**config.mk**
```make
export PLATFORM = sky130hd
export DESIGN_NAME = prbs_check_way
export DESIGN_NICKNAME = d
export VERILOG_FILES = /design/src/rtl/rx_bert_checker_pkg.sv /design/src/rtl/prbs_check_way.sv
export SDC_FILE = /design/constraint.sdc
export NUM_CORES = 1
export LEC_CHECK = 0
export ABC_AREA = 1
export BUFFER_PORTS_ARGS = -buffer_cell sky130_fd_sc_hd__buf_2
export CORE_ASPECT_RATIO = 0.7
export CORE_MARGIN = 2
export CORE_UTILIZATION = 53
export CTS_CLUSTER_DIAMETER = 50
export CTS_CLUSTER_SIZE = 40
export DETAILED_ROUTE_END_ITERATION = 8
export GPL_TIMING_DRIVEN = 0
export PLACE_DENSITY = 0.78
export SYNTH_ARGS = -nofsm -noshare
export SYNTH_HDL_FRONTEND = slang
export SYNTH_SLANG_ARGS = --single-unit
```
**constraint.sdc**
```tcl
create_clock -name clk -period 3.2 [get_ports clk]
set_input_delay 0.64 -clock clk [delete_from_list [all_inputs] [get_ports clk]]
set_output_delay 0.64 -clock clk [all_outputs]
set_load 0.05 [all_outputs]
```
**src/rtl/rx_bert_checker_pkg.sv**
```systemverilog
// rx_bert_checker_pkg: BERT state encodings and PRBS tap masks
// shared by the Rx checker ways and the Tx pattern generators.
package rx_bert_checker_pkg;

  typedef enum logic [1:0] {
    ST_SEED    = 2'd0,
    ST_LOCKING = 2'd1,
    ST_LOCKED  = 2'd2
  } bert_state_e;

  // Tap positions in the bit window, LSB = oldest bit.
  // next = parity(window & taps), e.g. PRBS31:
  // b[n] = b[n-31] ^ b[n-28].
  function automatic logic [31:0] prbs_taps(
    input int unsigned len
  );
    case (len)
      7:       return 32'h0000_0003;
      15:      return 32'h0000_0003;
      23:      return 32'h0000_0021;
      default: return 32'h0000_0009;
    endcase
  endfunction

endpackage

```
**src/rtl/prbs_check_way.sv**
```systemverilog
// prbs_check_way: one way of the Rx BERT checker.
// Optional RX_BERT_FIRST_ERR_EN adds the first_err capture.
module prbs_check_way
  import rx_bert_checker_pkg::*;
#(
  parameter int BitsPerWay = 4,
  parameter int PRBSLength = 31,
  parameter int LockWords  = 16,
  parameter int LossWords  = 4,
  parameter int CntWidth   = 32
) (
  input  logic                  clk,
  input  logic                  reset,
  input  logic                  en,
  input  logic                  clear,
  input  logic [BitsPerWay-1:0] rx,
  output logic                  lock,
  output logic [CntWidth-1:0]   err_cnt,
  output logic [CntWidth-1:0]   bit_cnt
`ifdef RX_BERT_FIRST_ERR_EN
  ,
  output logic [BitsPerWay-1:0] first_err
`endif
);

  localparam int L  = PRBSLength;
  localparam int SW = $clog2(L + BitsPerWay + 1);
  localparam int KW = $clog2(LockWords + 1);
  localparam int OW = $clog2(LossWords + 1);
  localparam int PW = $clog2(BitsPerWay + 1);
  localparam logic [L-1:0] Taps = L'(prbs_taps(L));

  bert_state_e state_q, state_d;

  logic [SW-1:0] seed_q, seed_d, seed_sum;
  logic [L-1:0]  lfsr_q, lfsr_d;
  logic [L-1:0]  lfsr_seed, lfsr_run;
  logic [KW-1:0] good_q, good_d;
  logic [OW-1:0] bad_q, bad_d;

  logic [BitsPerWay-1:0] exp_bits;
  logic [BitsPerWay-1:0] mism;
  logic [PW-1:0]         pop;
  logic                  cnt_en;

  logic [CntWidth-1:0] err_q, bit_q;
  logic [CntWidth:0]   err_sum, bit_sum;

  // Seed window, free-run prediction and mismatch count
  always_comb begin
    lfsr_seed = lfsr_q;
    lfsr_run  = lfsr_q;
    exp_bits  = '0;
    pop       = '0;
    for (int j = 0; j < BitsPerWay; j++) begin
      lfsr_seed   = {rx[j], lfsr_seed[L-1:1]};
      exp_bits[j] = ^(lfsr_run & Taps);
      lfsr_run    = {exp_bits[j], lfsr_run[L-1:1]};
    end
    mism = rx ^ exp_bits;
    for (int j = 0; j < BitsPerWay; j++) begin
      pop = pop + PW'(mism[j]);
    end
    seed_sum = seed_q + SW'(BitsPerWay);
    err_sum  = {1'b0, err_q} + (CntWidth+1)'(pop);
    bit_sum  = {1'b0, bit_q}
             + (CntWidth+1)'(BitsPerWay);
  end

  // SEED -> LOCKING -> LOCKED next-state logic
  always_comb begin
    state_d = state_q;
    seed_d  = seed_q;
    lfsr_d  = lfsr_q;
    good_d  = good_q;
    bad_d   = bad_q;
    cnt_en  = 1'b0;
    if (!en) begin
      state_d = ST_SEED;
      seed_d  = '0;
      good_d  = '0;
      bad_d   = '0;
    end else begin
      unique case (state_q)
        ST_SEED: begin
          lfsr_d = lfsr_seed;
          if (seed_sum >= SW'(L)) begin
            seed_d = SW'(L);
          end else begin
            seed_d = seed_sum;
          end
          // an all-zero window would lock onto
          // a dead stream, so keep seeding
          if (seed_sum >= SW'(L) && lfsr_seed != '0) begin
            state_d = ST_LOCKING;
            good_d  = '0;
          end
        end
        ST_LOCKING: begin
          lfsr_d = lfsr_run;
          if (mism != '0) begin
            state_d = ST_SEED;
            seed_d  = '0;
          end else if (good_q == KW'(LockWords - 1)) begin
            state_d = ST_LOCKED;
            bad_d   = '0;
          end else begin
            good_d = good_q + 1'b1;
          end
        end
        ST_LOCKED: begin
          lfsr_d = lfsr_run;
          cnt_en = 1'b1;
          if (mism == '0) begin
            bad_d = '0;
          end else if (bad_q == OW'(LossWords - 1)) begin
            state_d = ST_SEED;
            seed_d  = '0;
          end else begin
            bad_d = bad_q + 1'b1;
          end
        end
        default: begin
          state_d = ST_SEED;
          seed_d  = '0;
        end
      endcase
    end
  end

  // FSM and LFSR state register
  always_ff @(posedge clk) begin
    if (reset) begin
      state_q <= ST_SEED;
      seed_q  <= '0;
      lfsr_q  <= '0;
      good_q  <= '0;
      bad_q   <= '0;
    end else begin
      state_q <= state_d;
      seed_q  <= seed_d;
      lfsr_q  <= lfsr_d;
      good_q  <= good_d;
      bad_q   <= bad_d;
    end
  end

  // Saturating error/bit counters, clear wins
  always_ff @(posedge clk) begin
    if (reset || clear) begin
      err_q <= '0;
      bit_q <= '0;
    end else if (cnt_en) begin
      err_q <= err_sum[CntWidth] ? '1
             : err_sum[CntWidth-1:0];
      bit_q <= bit_sum[CntWidth] ? '1
             : bit_sum[CntWidth-1:0];
    end
  end

`ifdef RX_BERT_FIRST_ERR_EN
  logic [BitsPerWay-1:0] fe_q;

  // Capture first errored locked word's mask
  always_ff @(posedge clk) begin
    if (reset || clear) begin
      fe_q <= '0;
    end else if (cnt_en && mism != '0
                 && fe_q == '0) begin
      fe_q <= mism;
    end
  end

  assign first_err = fe_q;
`endif

  assign lock    = (state_q == ST_LOCKED);
  assign err_cnt = err_q;
  assign bit_cnt = bit_q;

endmodule

```
==> impl_metrics.yaml, run 1 <==
yosys:
  syn_nets: 916
  synthTopCellsByArea: "dfxtp_1 (36%), nand2_1 (13%), nor2_1 (7.7%)"
  ys_seq_area_share_pct: 36.25
  yosys_warnings: 0
  syn_area_sq_um: 6020
  synth_top_area_share_pct: 36.25
  yosysTopAreaCell: "dfxtp_1"
  synth_edf_count: 0
  synth.distinct_cells: 39
  avgSynthCellArea_sq_um: 6.741
  synth_ff_type: "dfxtp_1"
  synth-seq-cells: 109
  synthArstFlopShare_pct: 0
  syn_inst: 893
sta:
  final_hold_viol_count: 0
  fin_skew_ns: 0.008895
  max_freq_ghz: 0.3290
  finalCriticalPeriod_ns: 3.039
  finalSetupViolCount: 0
  slew_headroom_pct: 54.14
  tightest_slew_ns: 0.6879
  period_share_pct: 94.97
  slew_viol_final: 0
clock_network:
  clockRootBuffer: "clkbuf_16"
  clkTransAtPathRegs_ns: 0.07
  cts_tree: "built"
  hold_buffers: 0
  cts_htree_levels: 3
  cts_buffer_depth: 2
  clock_latency_ns: 0.35
  cts.sinks: 109
  cts_buffers: 9
cells_and_area:
  stdcell_area_sq_um: 6964
  layout.nets: 1003
  area_delta_synth_final_pct: 15.69
  antenna_cells: 0
  drive_gt1_share_pct: 13.40
  stdcell_count: 1138
  nFillCells: 1059
setup_path:
  crit_required_ns: 3.48
  rr_startpoint: "lfsr_q[3]"
  crit_top_cell: "nand2_1"
  reg2reg_to: "err_cnt[10]"
  setup.worst_path.start_class: "flip-flop"
  cp_cell_sequence: "inv_2 -> nand2_1 -> nand3_1 -> nand2_1 -> fa_1 -> fa_1 -> inv_1 -> fa_2 -> nand2_1 -> nor2_2 -> nand2_2 -> inv_1 -> nand3_1 -> nor2_2 -> nand2_2 -> buf_2 -> a21oi_1"
  cp_data_arrival_time_ns: 3.32
  path_buf_inv: 4
  ff2ff_setup_slack_ns: 0.16
  crit_type: "reg -> reg"
  endpoint_kind: "flip-flop"
  cp.depth: 17
  cp_top_family: "adder cells"
  critPathMaxStageDelay_ns: 0.44
  r2r.worst_path.cells: 17
  cp_slowest_cell: "fa_1"
  path_max_fanout: 10
global_routing:
  grt_max_degree: 18
  grt_pass1_vias: 5340
  overflow: 0
  grtUsageTotal_pct: 25.55
  grt_pass1_wl_microns: 25690
  antenna_found_initial: 0
worst_hold_path:
  hold_path.class: "reg -> reg"
  hold_end: "bit_cnt[0]"
  worstHoldStart: "bit_cnt[0]"
  worstHoldPathCells: 2
placed_design:
  postPlaceCellArea_sq_um: 6571
  placed_cells: 1118
  numPortBuffers: 72
  dpl.hpwl_microns: 11230
  routabilityCongestion: 0.9160
floorplanning:
  fp.dieH_microns: 93.17
  dieArea_sq_um: 12240
  rows: 32
  io_pins: 73
  core_area_sq_um: 11050
  die_x_microns: 131.4
  initial_core_util_pct: 54.47
flow_run:
  maxCapViolations: 0
detailed_routing:
  ant_nets: 0
  wl_per_cell_microns: 13.61
  via_count: 5955
  drc: 0
  drtPass1Iterations: 5
  drt_iter0_markers: 453
  via_per_inst: 5.233
  routed_wl_microns: 15480
status:
  status: "completed"
power:
  power.density_nw_per_um2: 392.7
  leakagePower_nw: 3.021
  ir_drop_uv: 278.5
[metal layers]
layer  wire length (microns)  GRT usage, %  part of all wire (%)
met5                       0             0                     0
met4                     238         6.431                   1.5
met3                     992         5.041                   6.4
met2                    6510         38.99                    42
met1                    7743         37.10                    50
[placed cells by master (no fill, tap or decap), drive strengths merged, types with 2 or more instances in the layout]
cell	instances
nor2	131
xnor2	6
nand4	23
inv	112
buf	82
nand2	208
clkinv	4
nand3b	6
o21ai	42
xor2	34
a31oi	4
fa	3
o21bai	2
dfxtp	109
nand3	66
ha	12
a21oi	73
clkbuf	28
or2	5
nor3	28
[synthesized netlist by cell type, types with 2 or more instances]
| library cell | number |
|---|---|
| nand2_1 | 207 |
| nor2_1 | 124 |
| inv_1 | 110 |
| dfxtp_1 | 109 |
| a21oi_1 | 73 |
| nand3_1 | 63 |
| o21ai_0 | 41 |
| xor2_1 | 34 |
| nor3_1 | 22 |
| nand4_1 | 21 |
| clkbuf_1 | 17 |
| ha_1 | 12 |
| nand3b_1 | 6 |
| xnor2_1 | 6 |
| nor3_2 | 5 |
| or2_2 | 5 |
| a31oi_1 | 4 |
| buf_6 | 3 |
| fa_1 | 3 |
| nand3_2 | 3 |
| nor2_2 | 3 |
| nor2_4 | 3 |
| buf_2 | 2 |
| o21bai_1 | 2 |
[through the flow]
stage / setup TNS (ns) / util (%) / setup slack (ns) / total power [W] / hold WS (ns)
finish: 0 / 63.02 / 0.1609 / 0.002735 / 0.4670
floorplan: 0 / - / 0.1054 / 0.001549 / 0.4366
global route: -0.1935 / 63.02 / -0.04010 / 0.002833 / 0.4770
detailed placement: -8.206 / 59.47 / -0.4054 / 0.001598 / 0.4563
global placement: -8.013 / 59.47 / -0.3899 / 0.001596 / 0.4527
CTS: 0 / 62.59 / 0.01935 / 0.002747 / 0.4690
[flip-flops by register name, indices dropped and copies added (netlist names)]
signal,count
bad_q,3
bit_cnt,31
err_cnt,32
good_q,5
lfsr_q,31
seed_q,5
state_q,2
[final cells by class]
class	count	area [sq um]	share of cell area (%)
buffer	23	117.6	1.689
clock buffer	11	252.7	3.629
clock inverter	5	57.56	0.8264
inverter	112	420.4	6.037
multi-input combinational	649	3348	48.08
sequential	109	2186	31.39
tap	153	191.4	2.749
timing repair buffer	76	390.4	5.605
[worst reg2reg max path, stage by stage (launching register included)]
cell and delay [ns]:
dfxtp_2 0.37, inv_2 0.07, nand2_1 0.09, nand3_1 0.07, nand2_1 0.12, fa_1 0.44, fa_1 0.37, inv_1 0.10
fa_2 0.23, nand2_1 0.07, nor2_2 0.12, nand2_2 0.11, inv_1 0.10, nand3_1 0.11, nor2_2 0.14, nand2_2 0.11
buf_2 0.21, a21oi_1 0.15
[kinds of logic (layout without fill, tap and decap cells)]
family	after synthesis	count (layout)	synth area share (%)
AOI/OAI and AO/OA	123	123	10.48
xor gates and xnor gates	40	40	5.820
adders and majority gates	15	15	3.492
buffers and inverters	135	227	8.896
DFF	109	109	36.25
and+or+nand+nor	471	471	35.07
[repair_timing]
action	4_1_cts	5_1_grt
endpoints found under the setup margin	21	27
resized for setup	4	11
setup buffers	3	1
pin swaps	1	1
[where the power goes]
part           switching (W)  internal [W]  total [W]
Clock               0.000512      0.000652    0.00116
Combinational       0.000112     0.0000541   0.000166
Sequential         0.0000221       0.00138    0.00141
[worst max path at each step]
stage	start	endpoint	slack [ns]
2_1_floorplan	rx[0]	err_cnt[20]	0.11
3_3_place_gp	rx[2]	err_cnt[24]	-0.39
3_5_place_dp	rx[2]	err_cnt[24]	-0.41
4_1_cts	lfsr_q[3]	err_cnt[20]	0.02
5_1_grt	lfsr_q[3]	err_cnt[25]	-0.04
6_report	lfsr_q[3]	err_cnt[10]	0.16
Note: power is estimated with default switching activity, not from simulation.
==> inputs of run 2 (changes only) <==
--- a/config.mk
+++ b/config.mk
@@ -14,6 +14,7 @@
 export CTS_CLUSTER_SIZE = 40
 export DETAILED_ROUTE_END_ITERATION = 8
 export GPL_TIMING_DRIVEN = 0
+export MAX_ROUTING_LAYER = met4
 export PLACE_DENSITY = 0.78
 export SYNTH_ARGS = -nofsm -noshare
 export SYNTH_HDL_FRONTEND = slang
==> impl_metrics.yaml, run 2 (synthesized netlist as in run 1, its figures left out) <==
clock_network:
  cts_buffers: 9
  hold_buffers: 0
  clock_latency_ns: 0.35
  cts_tree: "built"
  cts_htree_levels: 3
  cts.sinks: 109
  clockRootBuffer: "clkbuf_16"
  cts_buffer_depth: 2
  clkTransAtPathRegs_ns: 0.07
floorplanning:
  fp.dieH_microns: 93.17
  die_x_microns: 131.4
  rows: 32
  core_area_sq_um: 11050
  dieArea_sq_um: 12240
  io_pins: 73
  initial_core_util_pct: 54.47
detailed_routing:
  wl_per_cell_microns: 13.59
  via_count: 6023
  drtPass1Iterations: 5
  routed_wl_microns: 15440
  drc: 0
  via_per_inst: 5.302
  drt_iter0_markers: 482
  ant_nets: 0
placed_design:
  pre_cts_ws_ns: -0.4123
  routabilityCongestion: 0.9191
  numPortBuffers: 72
  dpl.hpwl_microns: 11380
power:
  power.density_nw_per_um2: 400.1
  intPower_w: 0.002129
  pwr-share-seq_pct: 50.4
  leakagePower_nw: 3.009
  ir_drop_uv: 267.8
  p_switching_w: 0.0006630
  clkPwrFrac_pct: 43.5
  comb_power_share_pct: 6.1
  switching_share_pct: 23.75
sta:
  max_freq_ghz: 0.3282
  finalCriticalPeriod_ns: 3.046
  slew_viol_final: 0
  hold_ws_ns: 0.4600
  finalSetupViolCount: 0
  tightest_slew_ns: 0.6529
  period_share_pct: 95.20
  fin_skew_ns: 0.007046
  final_hold_viol_count: 0
  final.setup.worst_slack_ns: 0.1535
  slew_headroom_pct: 56.48
setup_path:
  setup.worst_path.start_class: "flip-flop"
  r2r.worst_path.cells: 17
  reg2reg_to: "err_cnt[10]"
  crit_required_ns: 3.47
  endpoint_kind: "flip-flop"
  crit_type: "reg -> reg"
  cp_data_arrival_time_ns: 3.32
  path_max_fanout: 10
  ff2ff_setup_slack_ns: 0.15
  critPathCapture: "err_cnt[10]"
  timing.critical_path.from: "lfsr_q[5]"
  rr_startpoint: "lfsr_q[5]"
cells_and_area:
  layout.nets: 1001
  layout_common_cells: "nand2_1 (204), nor2_1 (121), inv_1 (109)"
  largest_reg_flops: 32
  post-route-util_pct: 63.15
  area_delta_synth_final_pct: 15.92
  mostFrequentLayoutCell: "nand2_1"
  antenna_cells: 0
  drive_gt1_share_pct: 13.94
global_routing:
  grt_max_degree: 19
  grt_pass1_vias: 5238
  grtUsageTotal_pct: 26.35
  overflow: 0
  grt_pass1_wl_microns: 25640
  antenna_found_initial: 0
status:
  status: "completed"
flow_run:
  maxCapViolations: 0
worst_hold_path:
  hold_path.class: "reg -> reg"
==> run 2: changes by cell type in the layout (fill, tap and decap cells not counted), sizes merged <==
| cell | delta |
|---|---|
| clkinv | -1 |
| bufinv | +1 |
| buf | -2 |
| clkinvlp | +2 |
| clkbuf | -2 |
==> run 2: metrics by stage <==
stage	std cells	TNS, ns	power [W]	instance area, sq um
3_5_place_dp	1118	-8.397	0.001600	6571
6_report	1136	0	0.002792	6978
4_1_cts	1136	0	0.002792	6935
5_1_grt	1136	-1.009	0.002893	6978
3_3_place_gp	1118	-9.019	0.001597	6571
2_1_floorplan	893	0	0.001549	6020
==> run 2: layout make-up <==
cell class	count	area [sq um]
clock inverter	7	97.59
buffer	23	123.9
timing repair buffer	74	375.4
multi-input combinational	649	3357
fill	1065	4073
clock buffer	9	225.2
tap	153	191.4
sequential	109	2187
inverter	112	420.4
==> run 2: timing repair <==
item | CTS | global route
endpoints found under the setup margin | 21 | 29
setup buffers | 2 | 0
pin swaps | 1 | 2
gates resized for setup | 6 | 18
==> run 2: metal layers <==
metal	part of all wire [%]	global-route usage, %
met1	50	37.91
met2	42	38.82
met3	6.2	4.119
met4	1.1	6.703
met5	0	-
==> run 2: worst max-delay path, stage by stage, from the launching register on <==
cell and delay, ns:
dfxtp_2 0.34, inv_1 0.10, nand2_1 0.08, nand3_1 0.08
nand2_2 0.09, fa_1 0.46, fa_2 0.35, inv_2 0.08
fa_2 0.22, nand2_1 0.08, nor2_2 0.12, nand2_2 0.10
inv_1 0.10, nand3_1 0.11, nor2_2 0.18, nand2_2 0.11
buf_4 0.20, a21oi_1 0.14
==> run 2: power groups by stage <==
stage	clock network, W	registers, W	logic (W)
floorplan	0	0.00143	0.000120
global placement	0	0.00144	0.000161
detailed placement	0	0.00144	0.000165
CTS	0.00122	0.00141	0.000165
global route	0.00129	0.00141	0.000197
finish	0.00122	0.00141	0.000170
==> run 2: worst min path at each step <==
stage	depth (start not counted)	from	to
5_1_grt	2	bit_cnt[0]	bit_cnt[0]
3_3_place_gp	2	bit_cnt[0]	bit_cnt[0]
3_5_place_dp	2	bit_cnt[0]	bit_cnt[0]
2_1_floorplan	2	seed_q[0]	seed_q[0]
6_report	2	bit_cnt[0]	bit_cnt[0]
4_1_cts	2	bit_cnt[0]	bit_cnt[0]
==> inputs of run 3 (changes only) <==
--- a/config.mk
+++ b/config.mk
@@ -6,7 +6,7 @@
 export NUM_CORES = 1
 export LEC_CHECK = 0
 export ABC_AREA = 1
-export BUFFER_PORTS_ARGS = -buffer_cell sky130_fd_sc_hd__buf_2
+export BUFFER_PORTS_ARGS = -buffer_cell sky130_fd_sc_hd__buf_4
 export CORE_ASPECT_RATIO = 0.7
 export CORE_MARGIN = 2
 export CORE_UTILIZATION = 53
==> impl_metrics.yaml, run 3 (synthesized netlist as in run 1, its figures left out) <==
status:
  status: "completed"
detailed_routing:
  ant_nets: 0
  via_count: 6004
  drc: 0
  drt_iter0_markers: 536
  drtPass1Iterations: 5
  routed_wl_microns: 15560
  via_per_inst: 5.281
  wl_per_cell_microns: 13.68
setup_path:
  ff2ff_setup_slack_ns: 0.16
  r2r.worst_path.cells: 17
  endpoint_kind: "flip-flop"
  setup.worst_path.start_class: "flip-flop"
  path_max_fanout: 10
  rr_startpoint: "lfsr_q[3]"
  cp_data_arrival_time_ns: 3.30
  crit_required_ns: 3.46
  crit_type: "reg -> reg"
  reg2reg_to: "err_cnt[6]"
placed_design:
  dpl.hpwl_microns: 11430
  numPortBuffers: 72
  postPlaceCellArea_sq_um: 6751
  routabilityCongestion: 0.8989
  pre_cts_ws_ns: -0.4029
sta:
  tightest_slew_ns: 0.6661
  slew_headroom_pct: 55.59
  final_hold_viol_count: 0
  tns_ns: 0
  fin_skew_ns: 0.008871
  finalSetupViolCount: 0
  period_share_pct: 94.96
  max_freq_ghz: 0.3291
  finalCriticalPeriod_ns: 3.039
  slew_viol_final: 0
  rsz0062_at_grt: "yes"
  final.setup.worst_slack_ns: 0.1611
floorplanning:
  core_area_sq_um: 11050
  rows: 32
  fp.dieH_microns: 93.17
  io_pins: 73
  die_x_microns: 131.4
  initial_core_util_pct: 54.47
  dieArea_sq_um: 12240
cells_and_area:
  area_delta_synth_final_pct: 18.04
  stdcell_area_sq_um: 7106
  multiInputGateArea_sq_um: 3346
  regArea_sq_um: 2187
  mostFrequentLayoutCell: "nand2_1"
  nFillCells: 1027
  antenna_cells: 0
  largest_reg_flops: 32
  drive_gt1_share_pct: 13.82
  layout_common_cells: "nand2_1 (204), nor2_1 (121), inv_1 (108)"
  layout.nets: 1002
worst_hold_path:
  hold_end: "good_q[4]"
  worstHoldStart: "good_q[4]"
  hold_path.class: "reg -> reg"
  worstHoldPathCells: 2
clock_network:
  clkTransAtPathRegs_ns: 0.07
  clock_latency_ns: 0.35
  cts_tree: "built"
  cts_buffers: 9
  clockRootBuffer: "clkbuf_16"
  cts.sinks: 109
  cts_htree_levels: 3
  hold_buffers: 0
  cts_buffer_depth: 2
global_routing:
  grt_pass1_vias: 5401
  antenna_found_initial: 0
  overflow: 0
  grtUsageTotal_pct: 26.36
  grt_max_degree: 19
  grt_pass1_wl_microns: 25850
power:
  power.density_nw_per_um2: 370.9
  ir_drop_uv: 239.3
  leakagePower_nw: 2.996
flow_run:
  maxCapViolations: 0
run 3: report_power, final:
group	internal [W]	switching [W]
combinational	0.0000596	0.000115
clock	0.000531	0.000524
sequential	0.00138	0.0000226
run 3: worst max-delay path by stage:
stage                          from           to  slack [ns]  cells after the start
after floorplan               rx[0]  err_cnt[20]        0.11                     17
after global placement        rx[2]  err_cnt[25]       -0.36                     18
after CTS                 lfsr_q[5]  err_cnt[20]        0.03                     18
final                     lfsr_q[3]   err_cnt[6]        0.16                     17
after global routing      lfsr_q[3]   err_cnt[6]       -0.08                     17
after detailed placement      rx[2]  err_cnt[25]       -0.40                     18
run 3: layout make-up:
type | instances | share of cell area (%)
plain buffers | 23 | 1.743
clock buffers | 9 | 3.170
clock inverters | 7 | 0.6867
inverters | 112 | 5.917
multi-input cells | 649 | 47.09
flip-flops and latches | 109 | 30.78
well taps | 153 | 2.694
repair buffers | 75 | 7.924
run 3: worst max-delay path, stage by stage (launching register included):
cell and delay, ns:
dfxtp_2 0.37, inv_2 0.07, nand2_1 0.08, nand3_1 0.09
nand2_2 0.10, fa_1 0.44, fa_2 0.36, inv_2 0.08
fa_2 0.23, nand2_1 0.07, nor2_2 0.12, nand2_2 0.11
inv_1 0.09, nand3_1 0.10, nor2_2 0.16, nand2_2 0.11
clkbuf_4 0.22, a21oi_1 0.18
run 3: stage by stage:
step | total power [W] | hold WS (ns) | cells | utilization (%)
floorplan | 0.001549 | 0.4366 | 893 | -
global placement | 0.001599 | 0.4530 | 1118 | 61.10
detailed placement | 0.001603 | 0.4660 | 1118 | 61.10
CTS | 0.002647 | 0.4817 | 1136 | 63.84
global route | 0.002740 | 0.4959 | 1137 | 64.30
finish | 0.002636 | 0.4747 | 1137 | 64.30
run 3: layer usage:
layer / up-vias / part of all wire (%) / global-route usage (%)
met5: - / 0 / -
met1: 2734 / 50 / 36.82
met3: 22 / 6.7 / 5.203
li1: 3045 / - / -
met2: 203 / 42 / 40.35
met4: 0 / 1.2 / 4.801
run 3: timing repair:
action / 4_1_cts / 5_1_grt
resized for setup: 5 / 16
endpoints found under the setup margin: 21 / 30
setup buffers: 2 / 1
pin swaps: 1 / 4
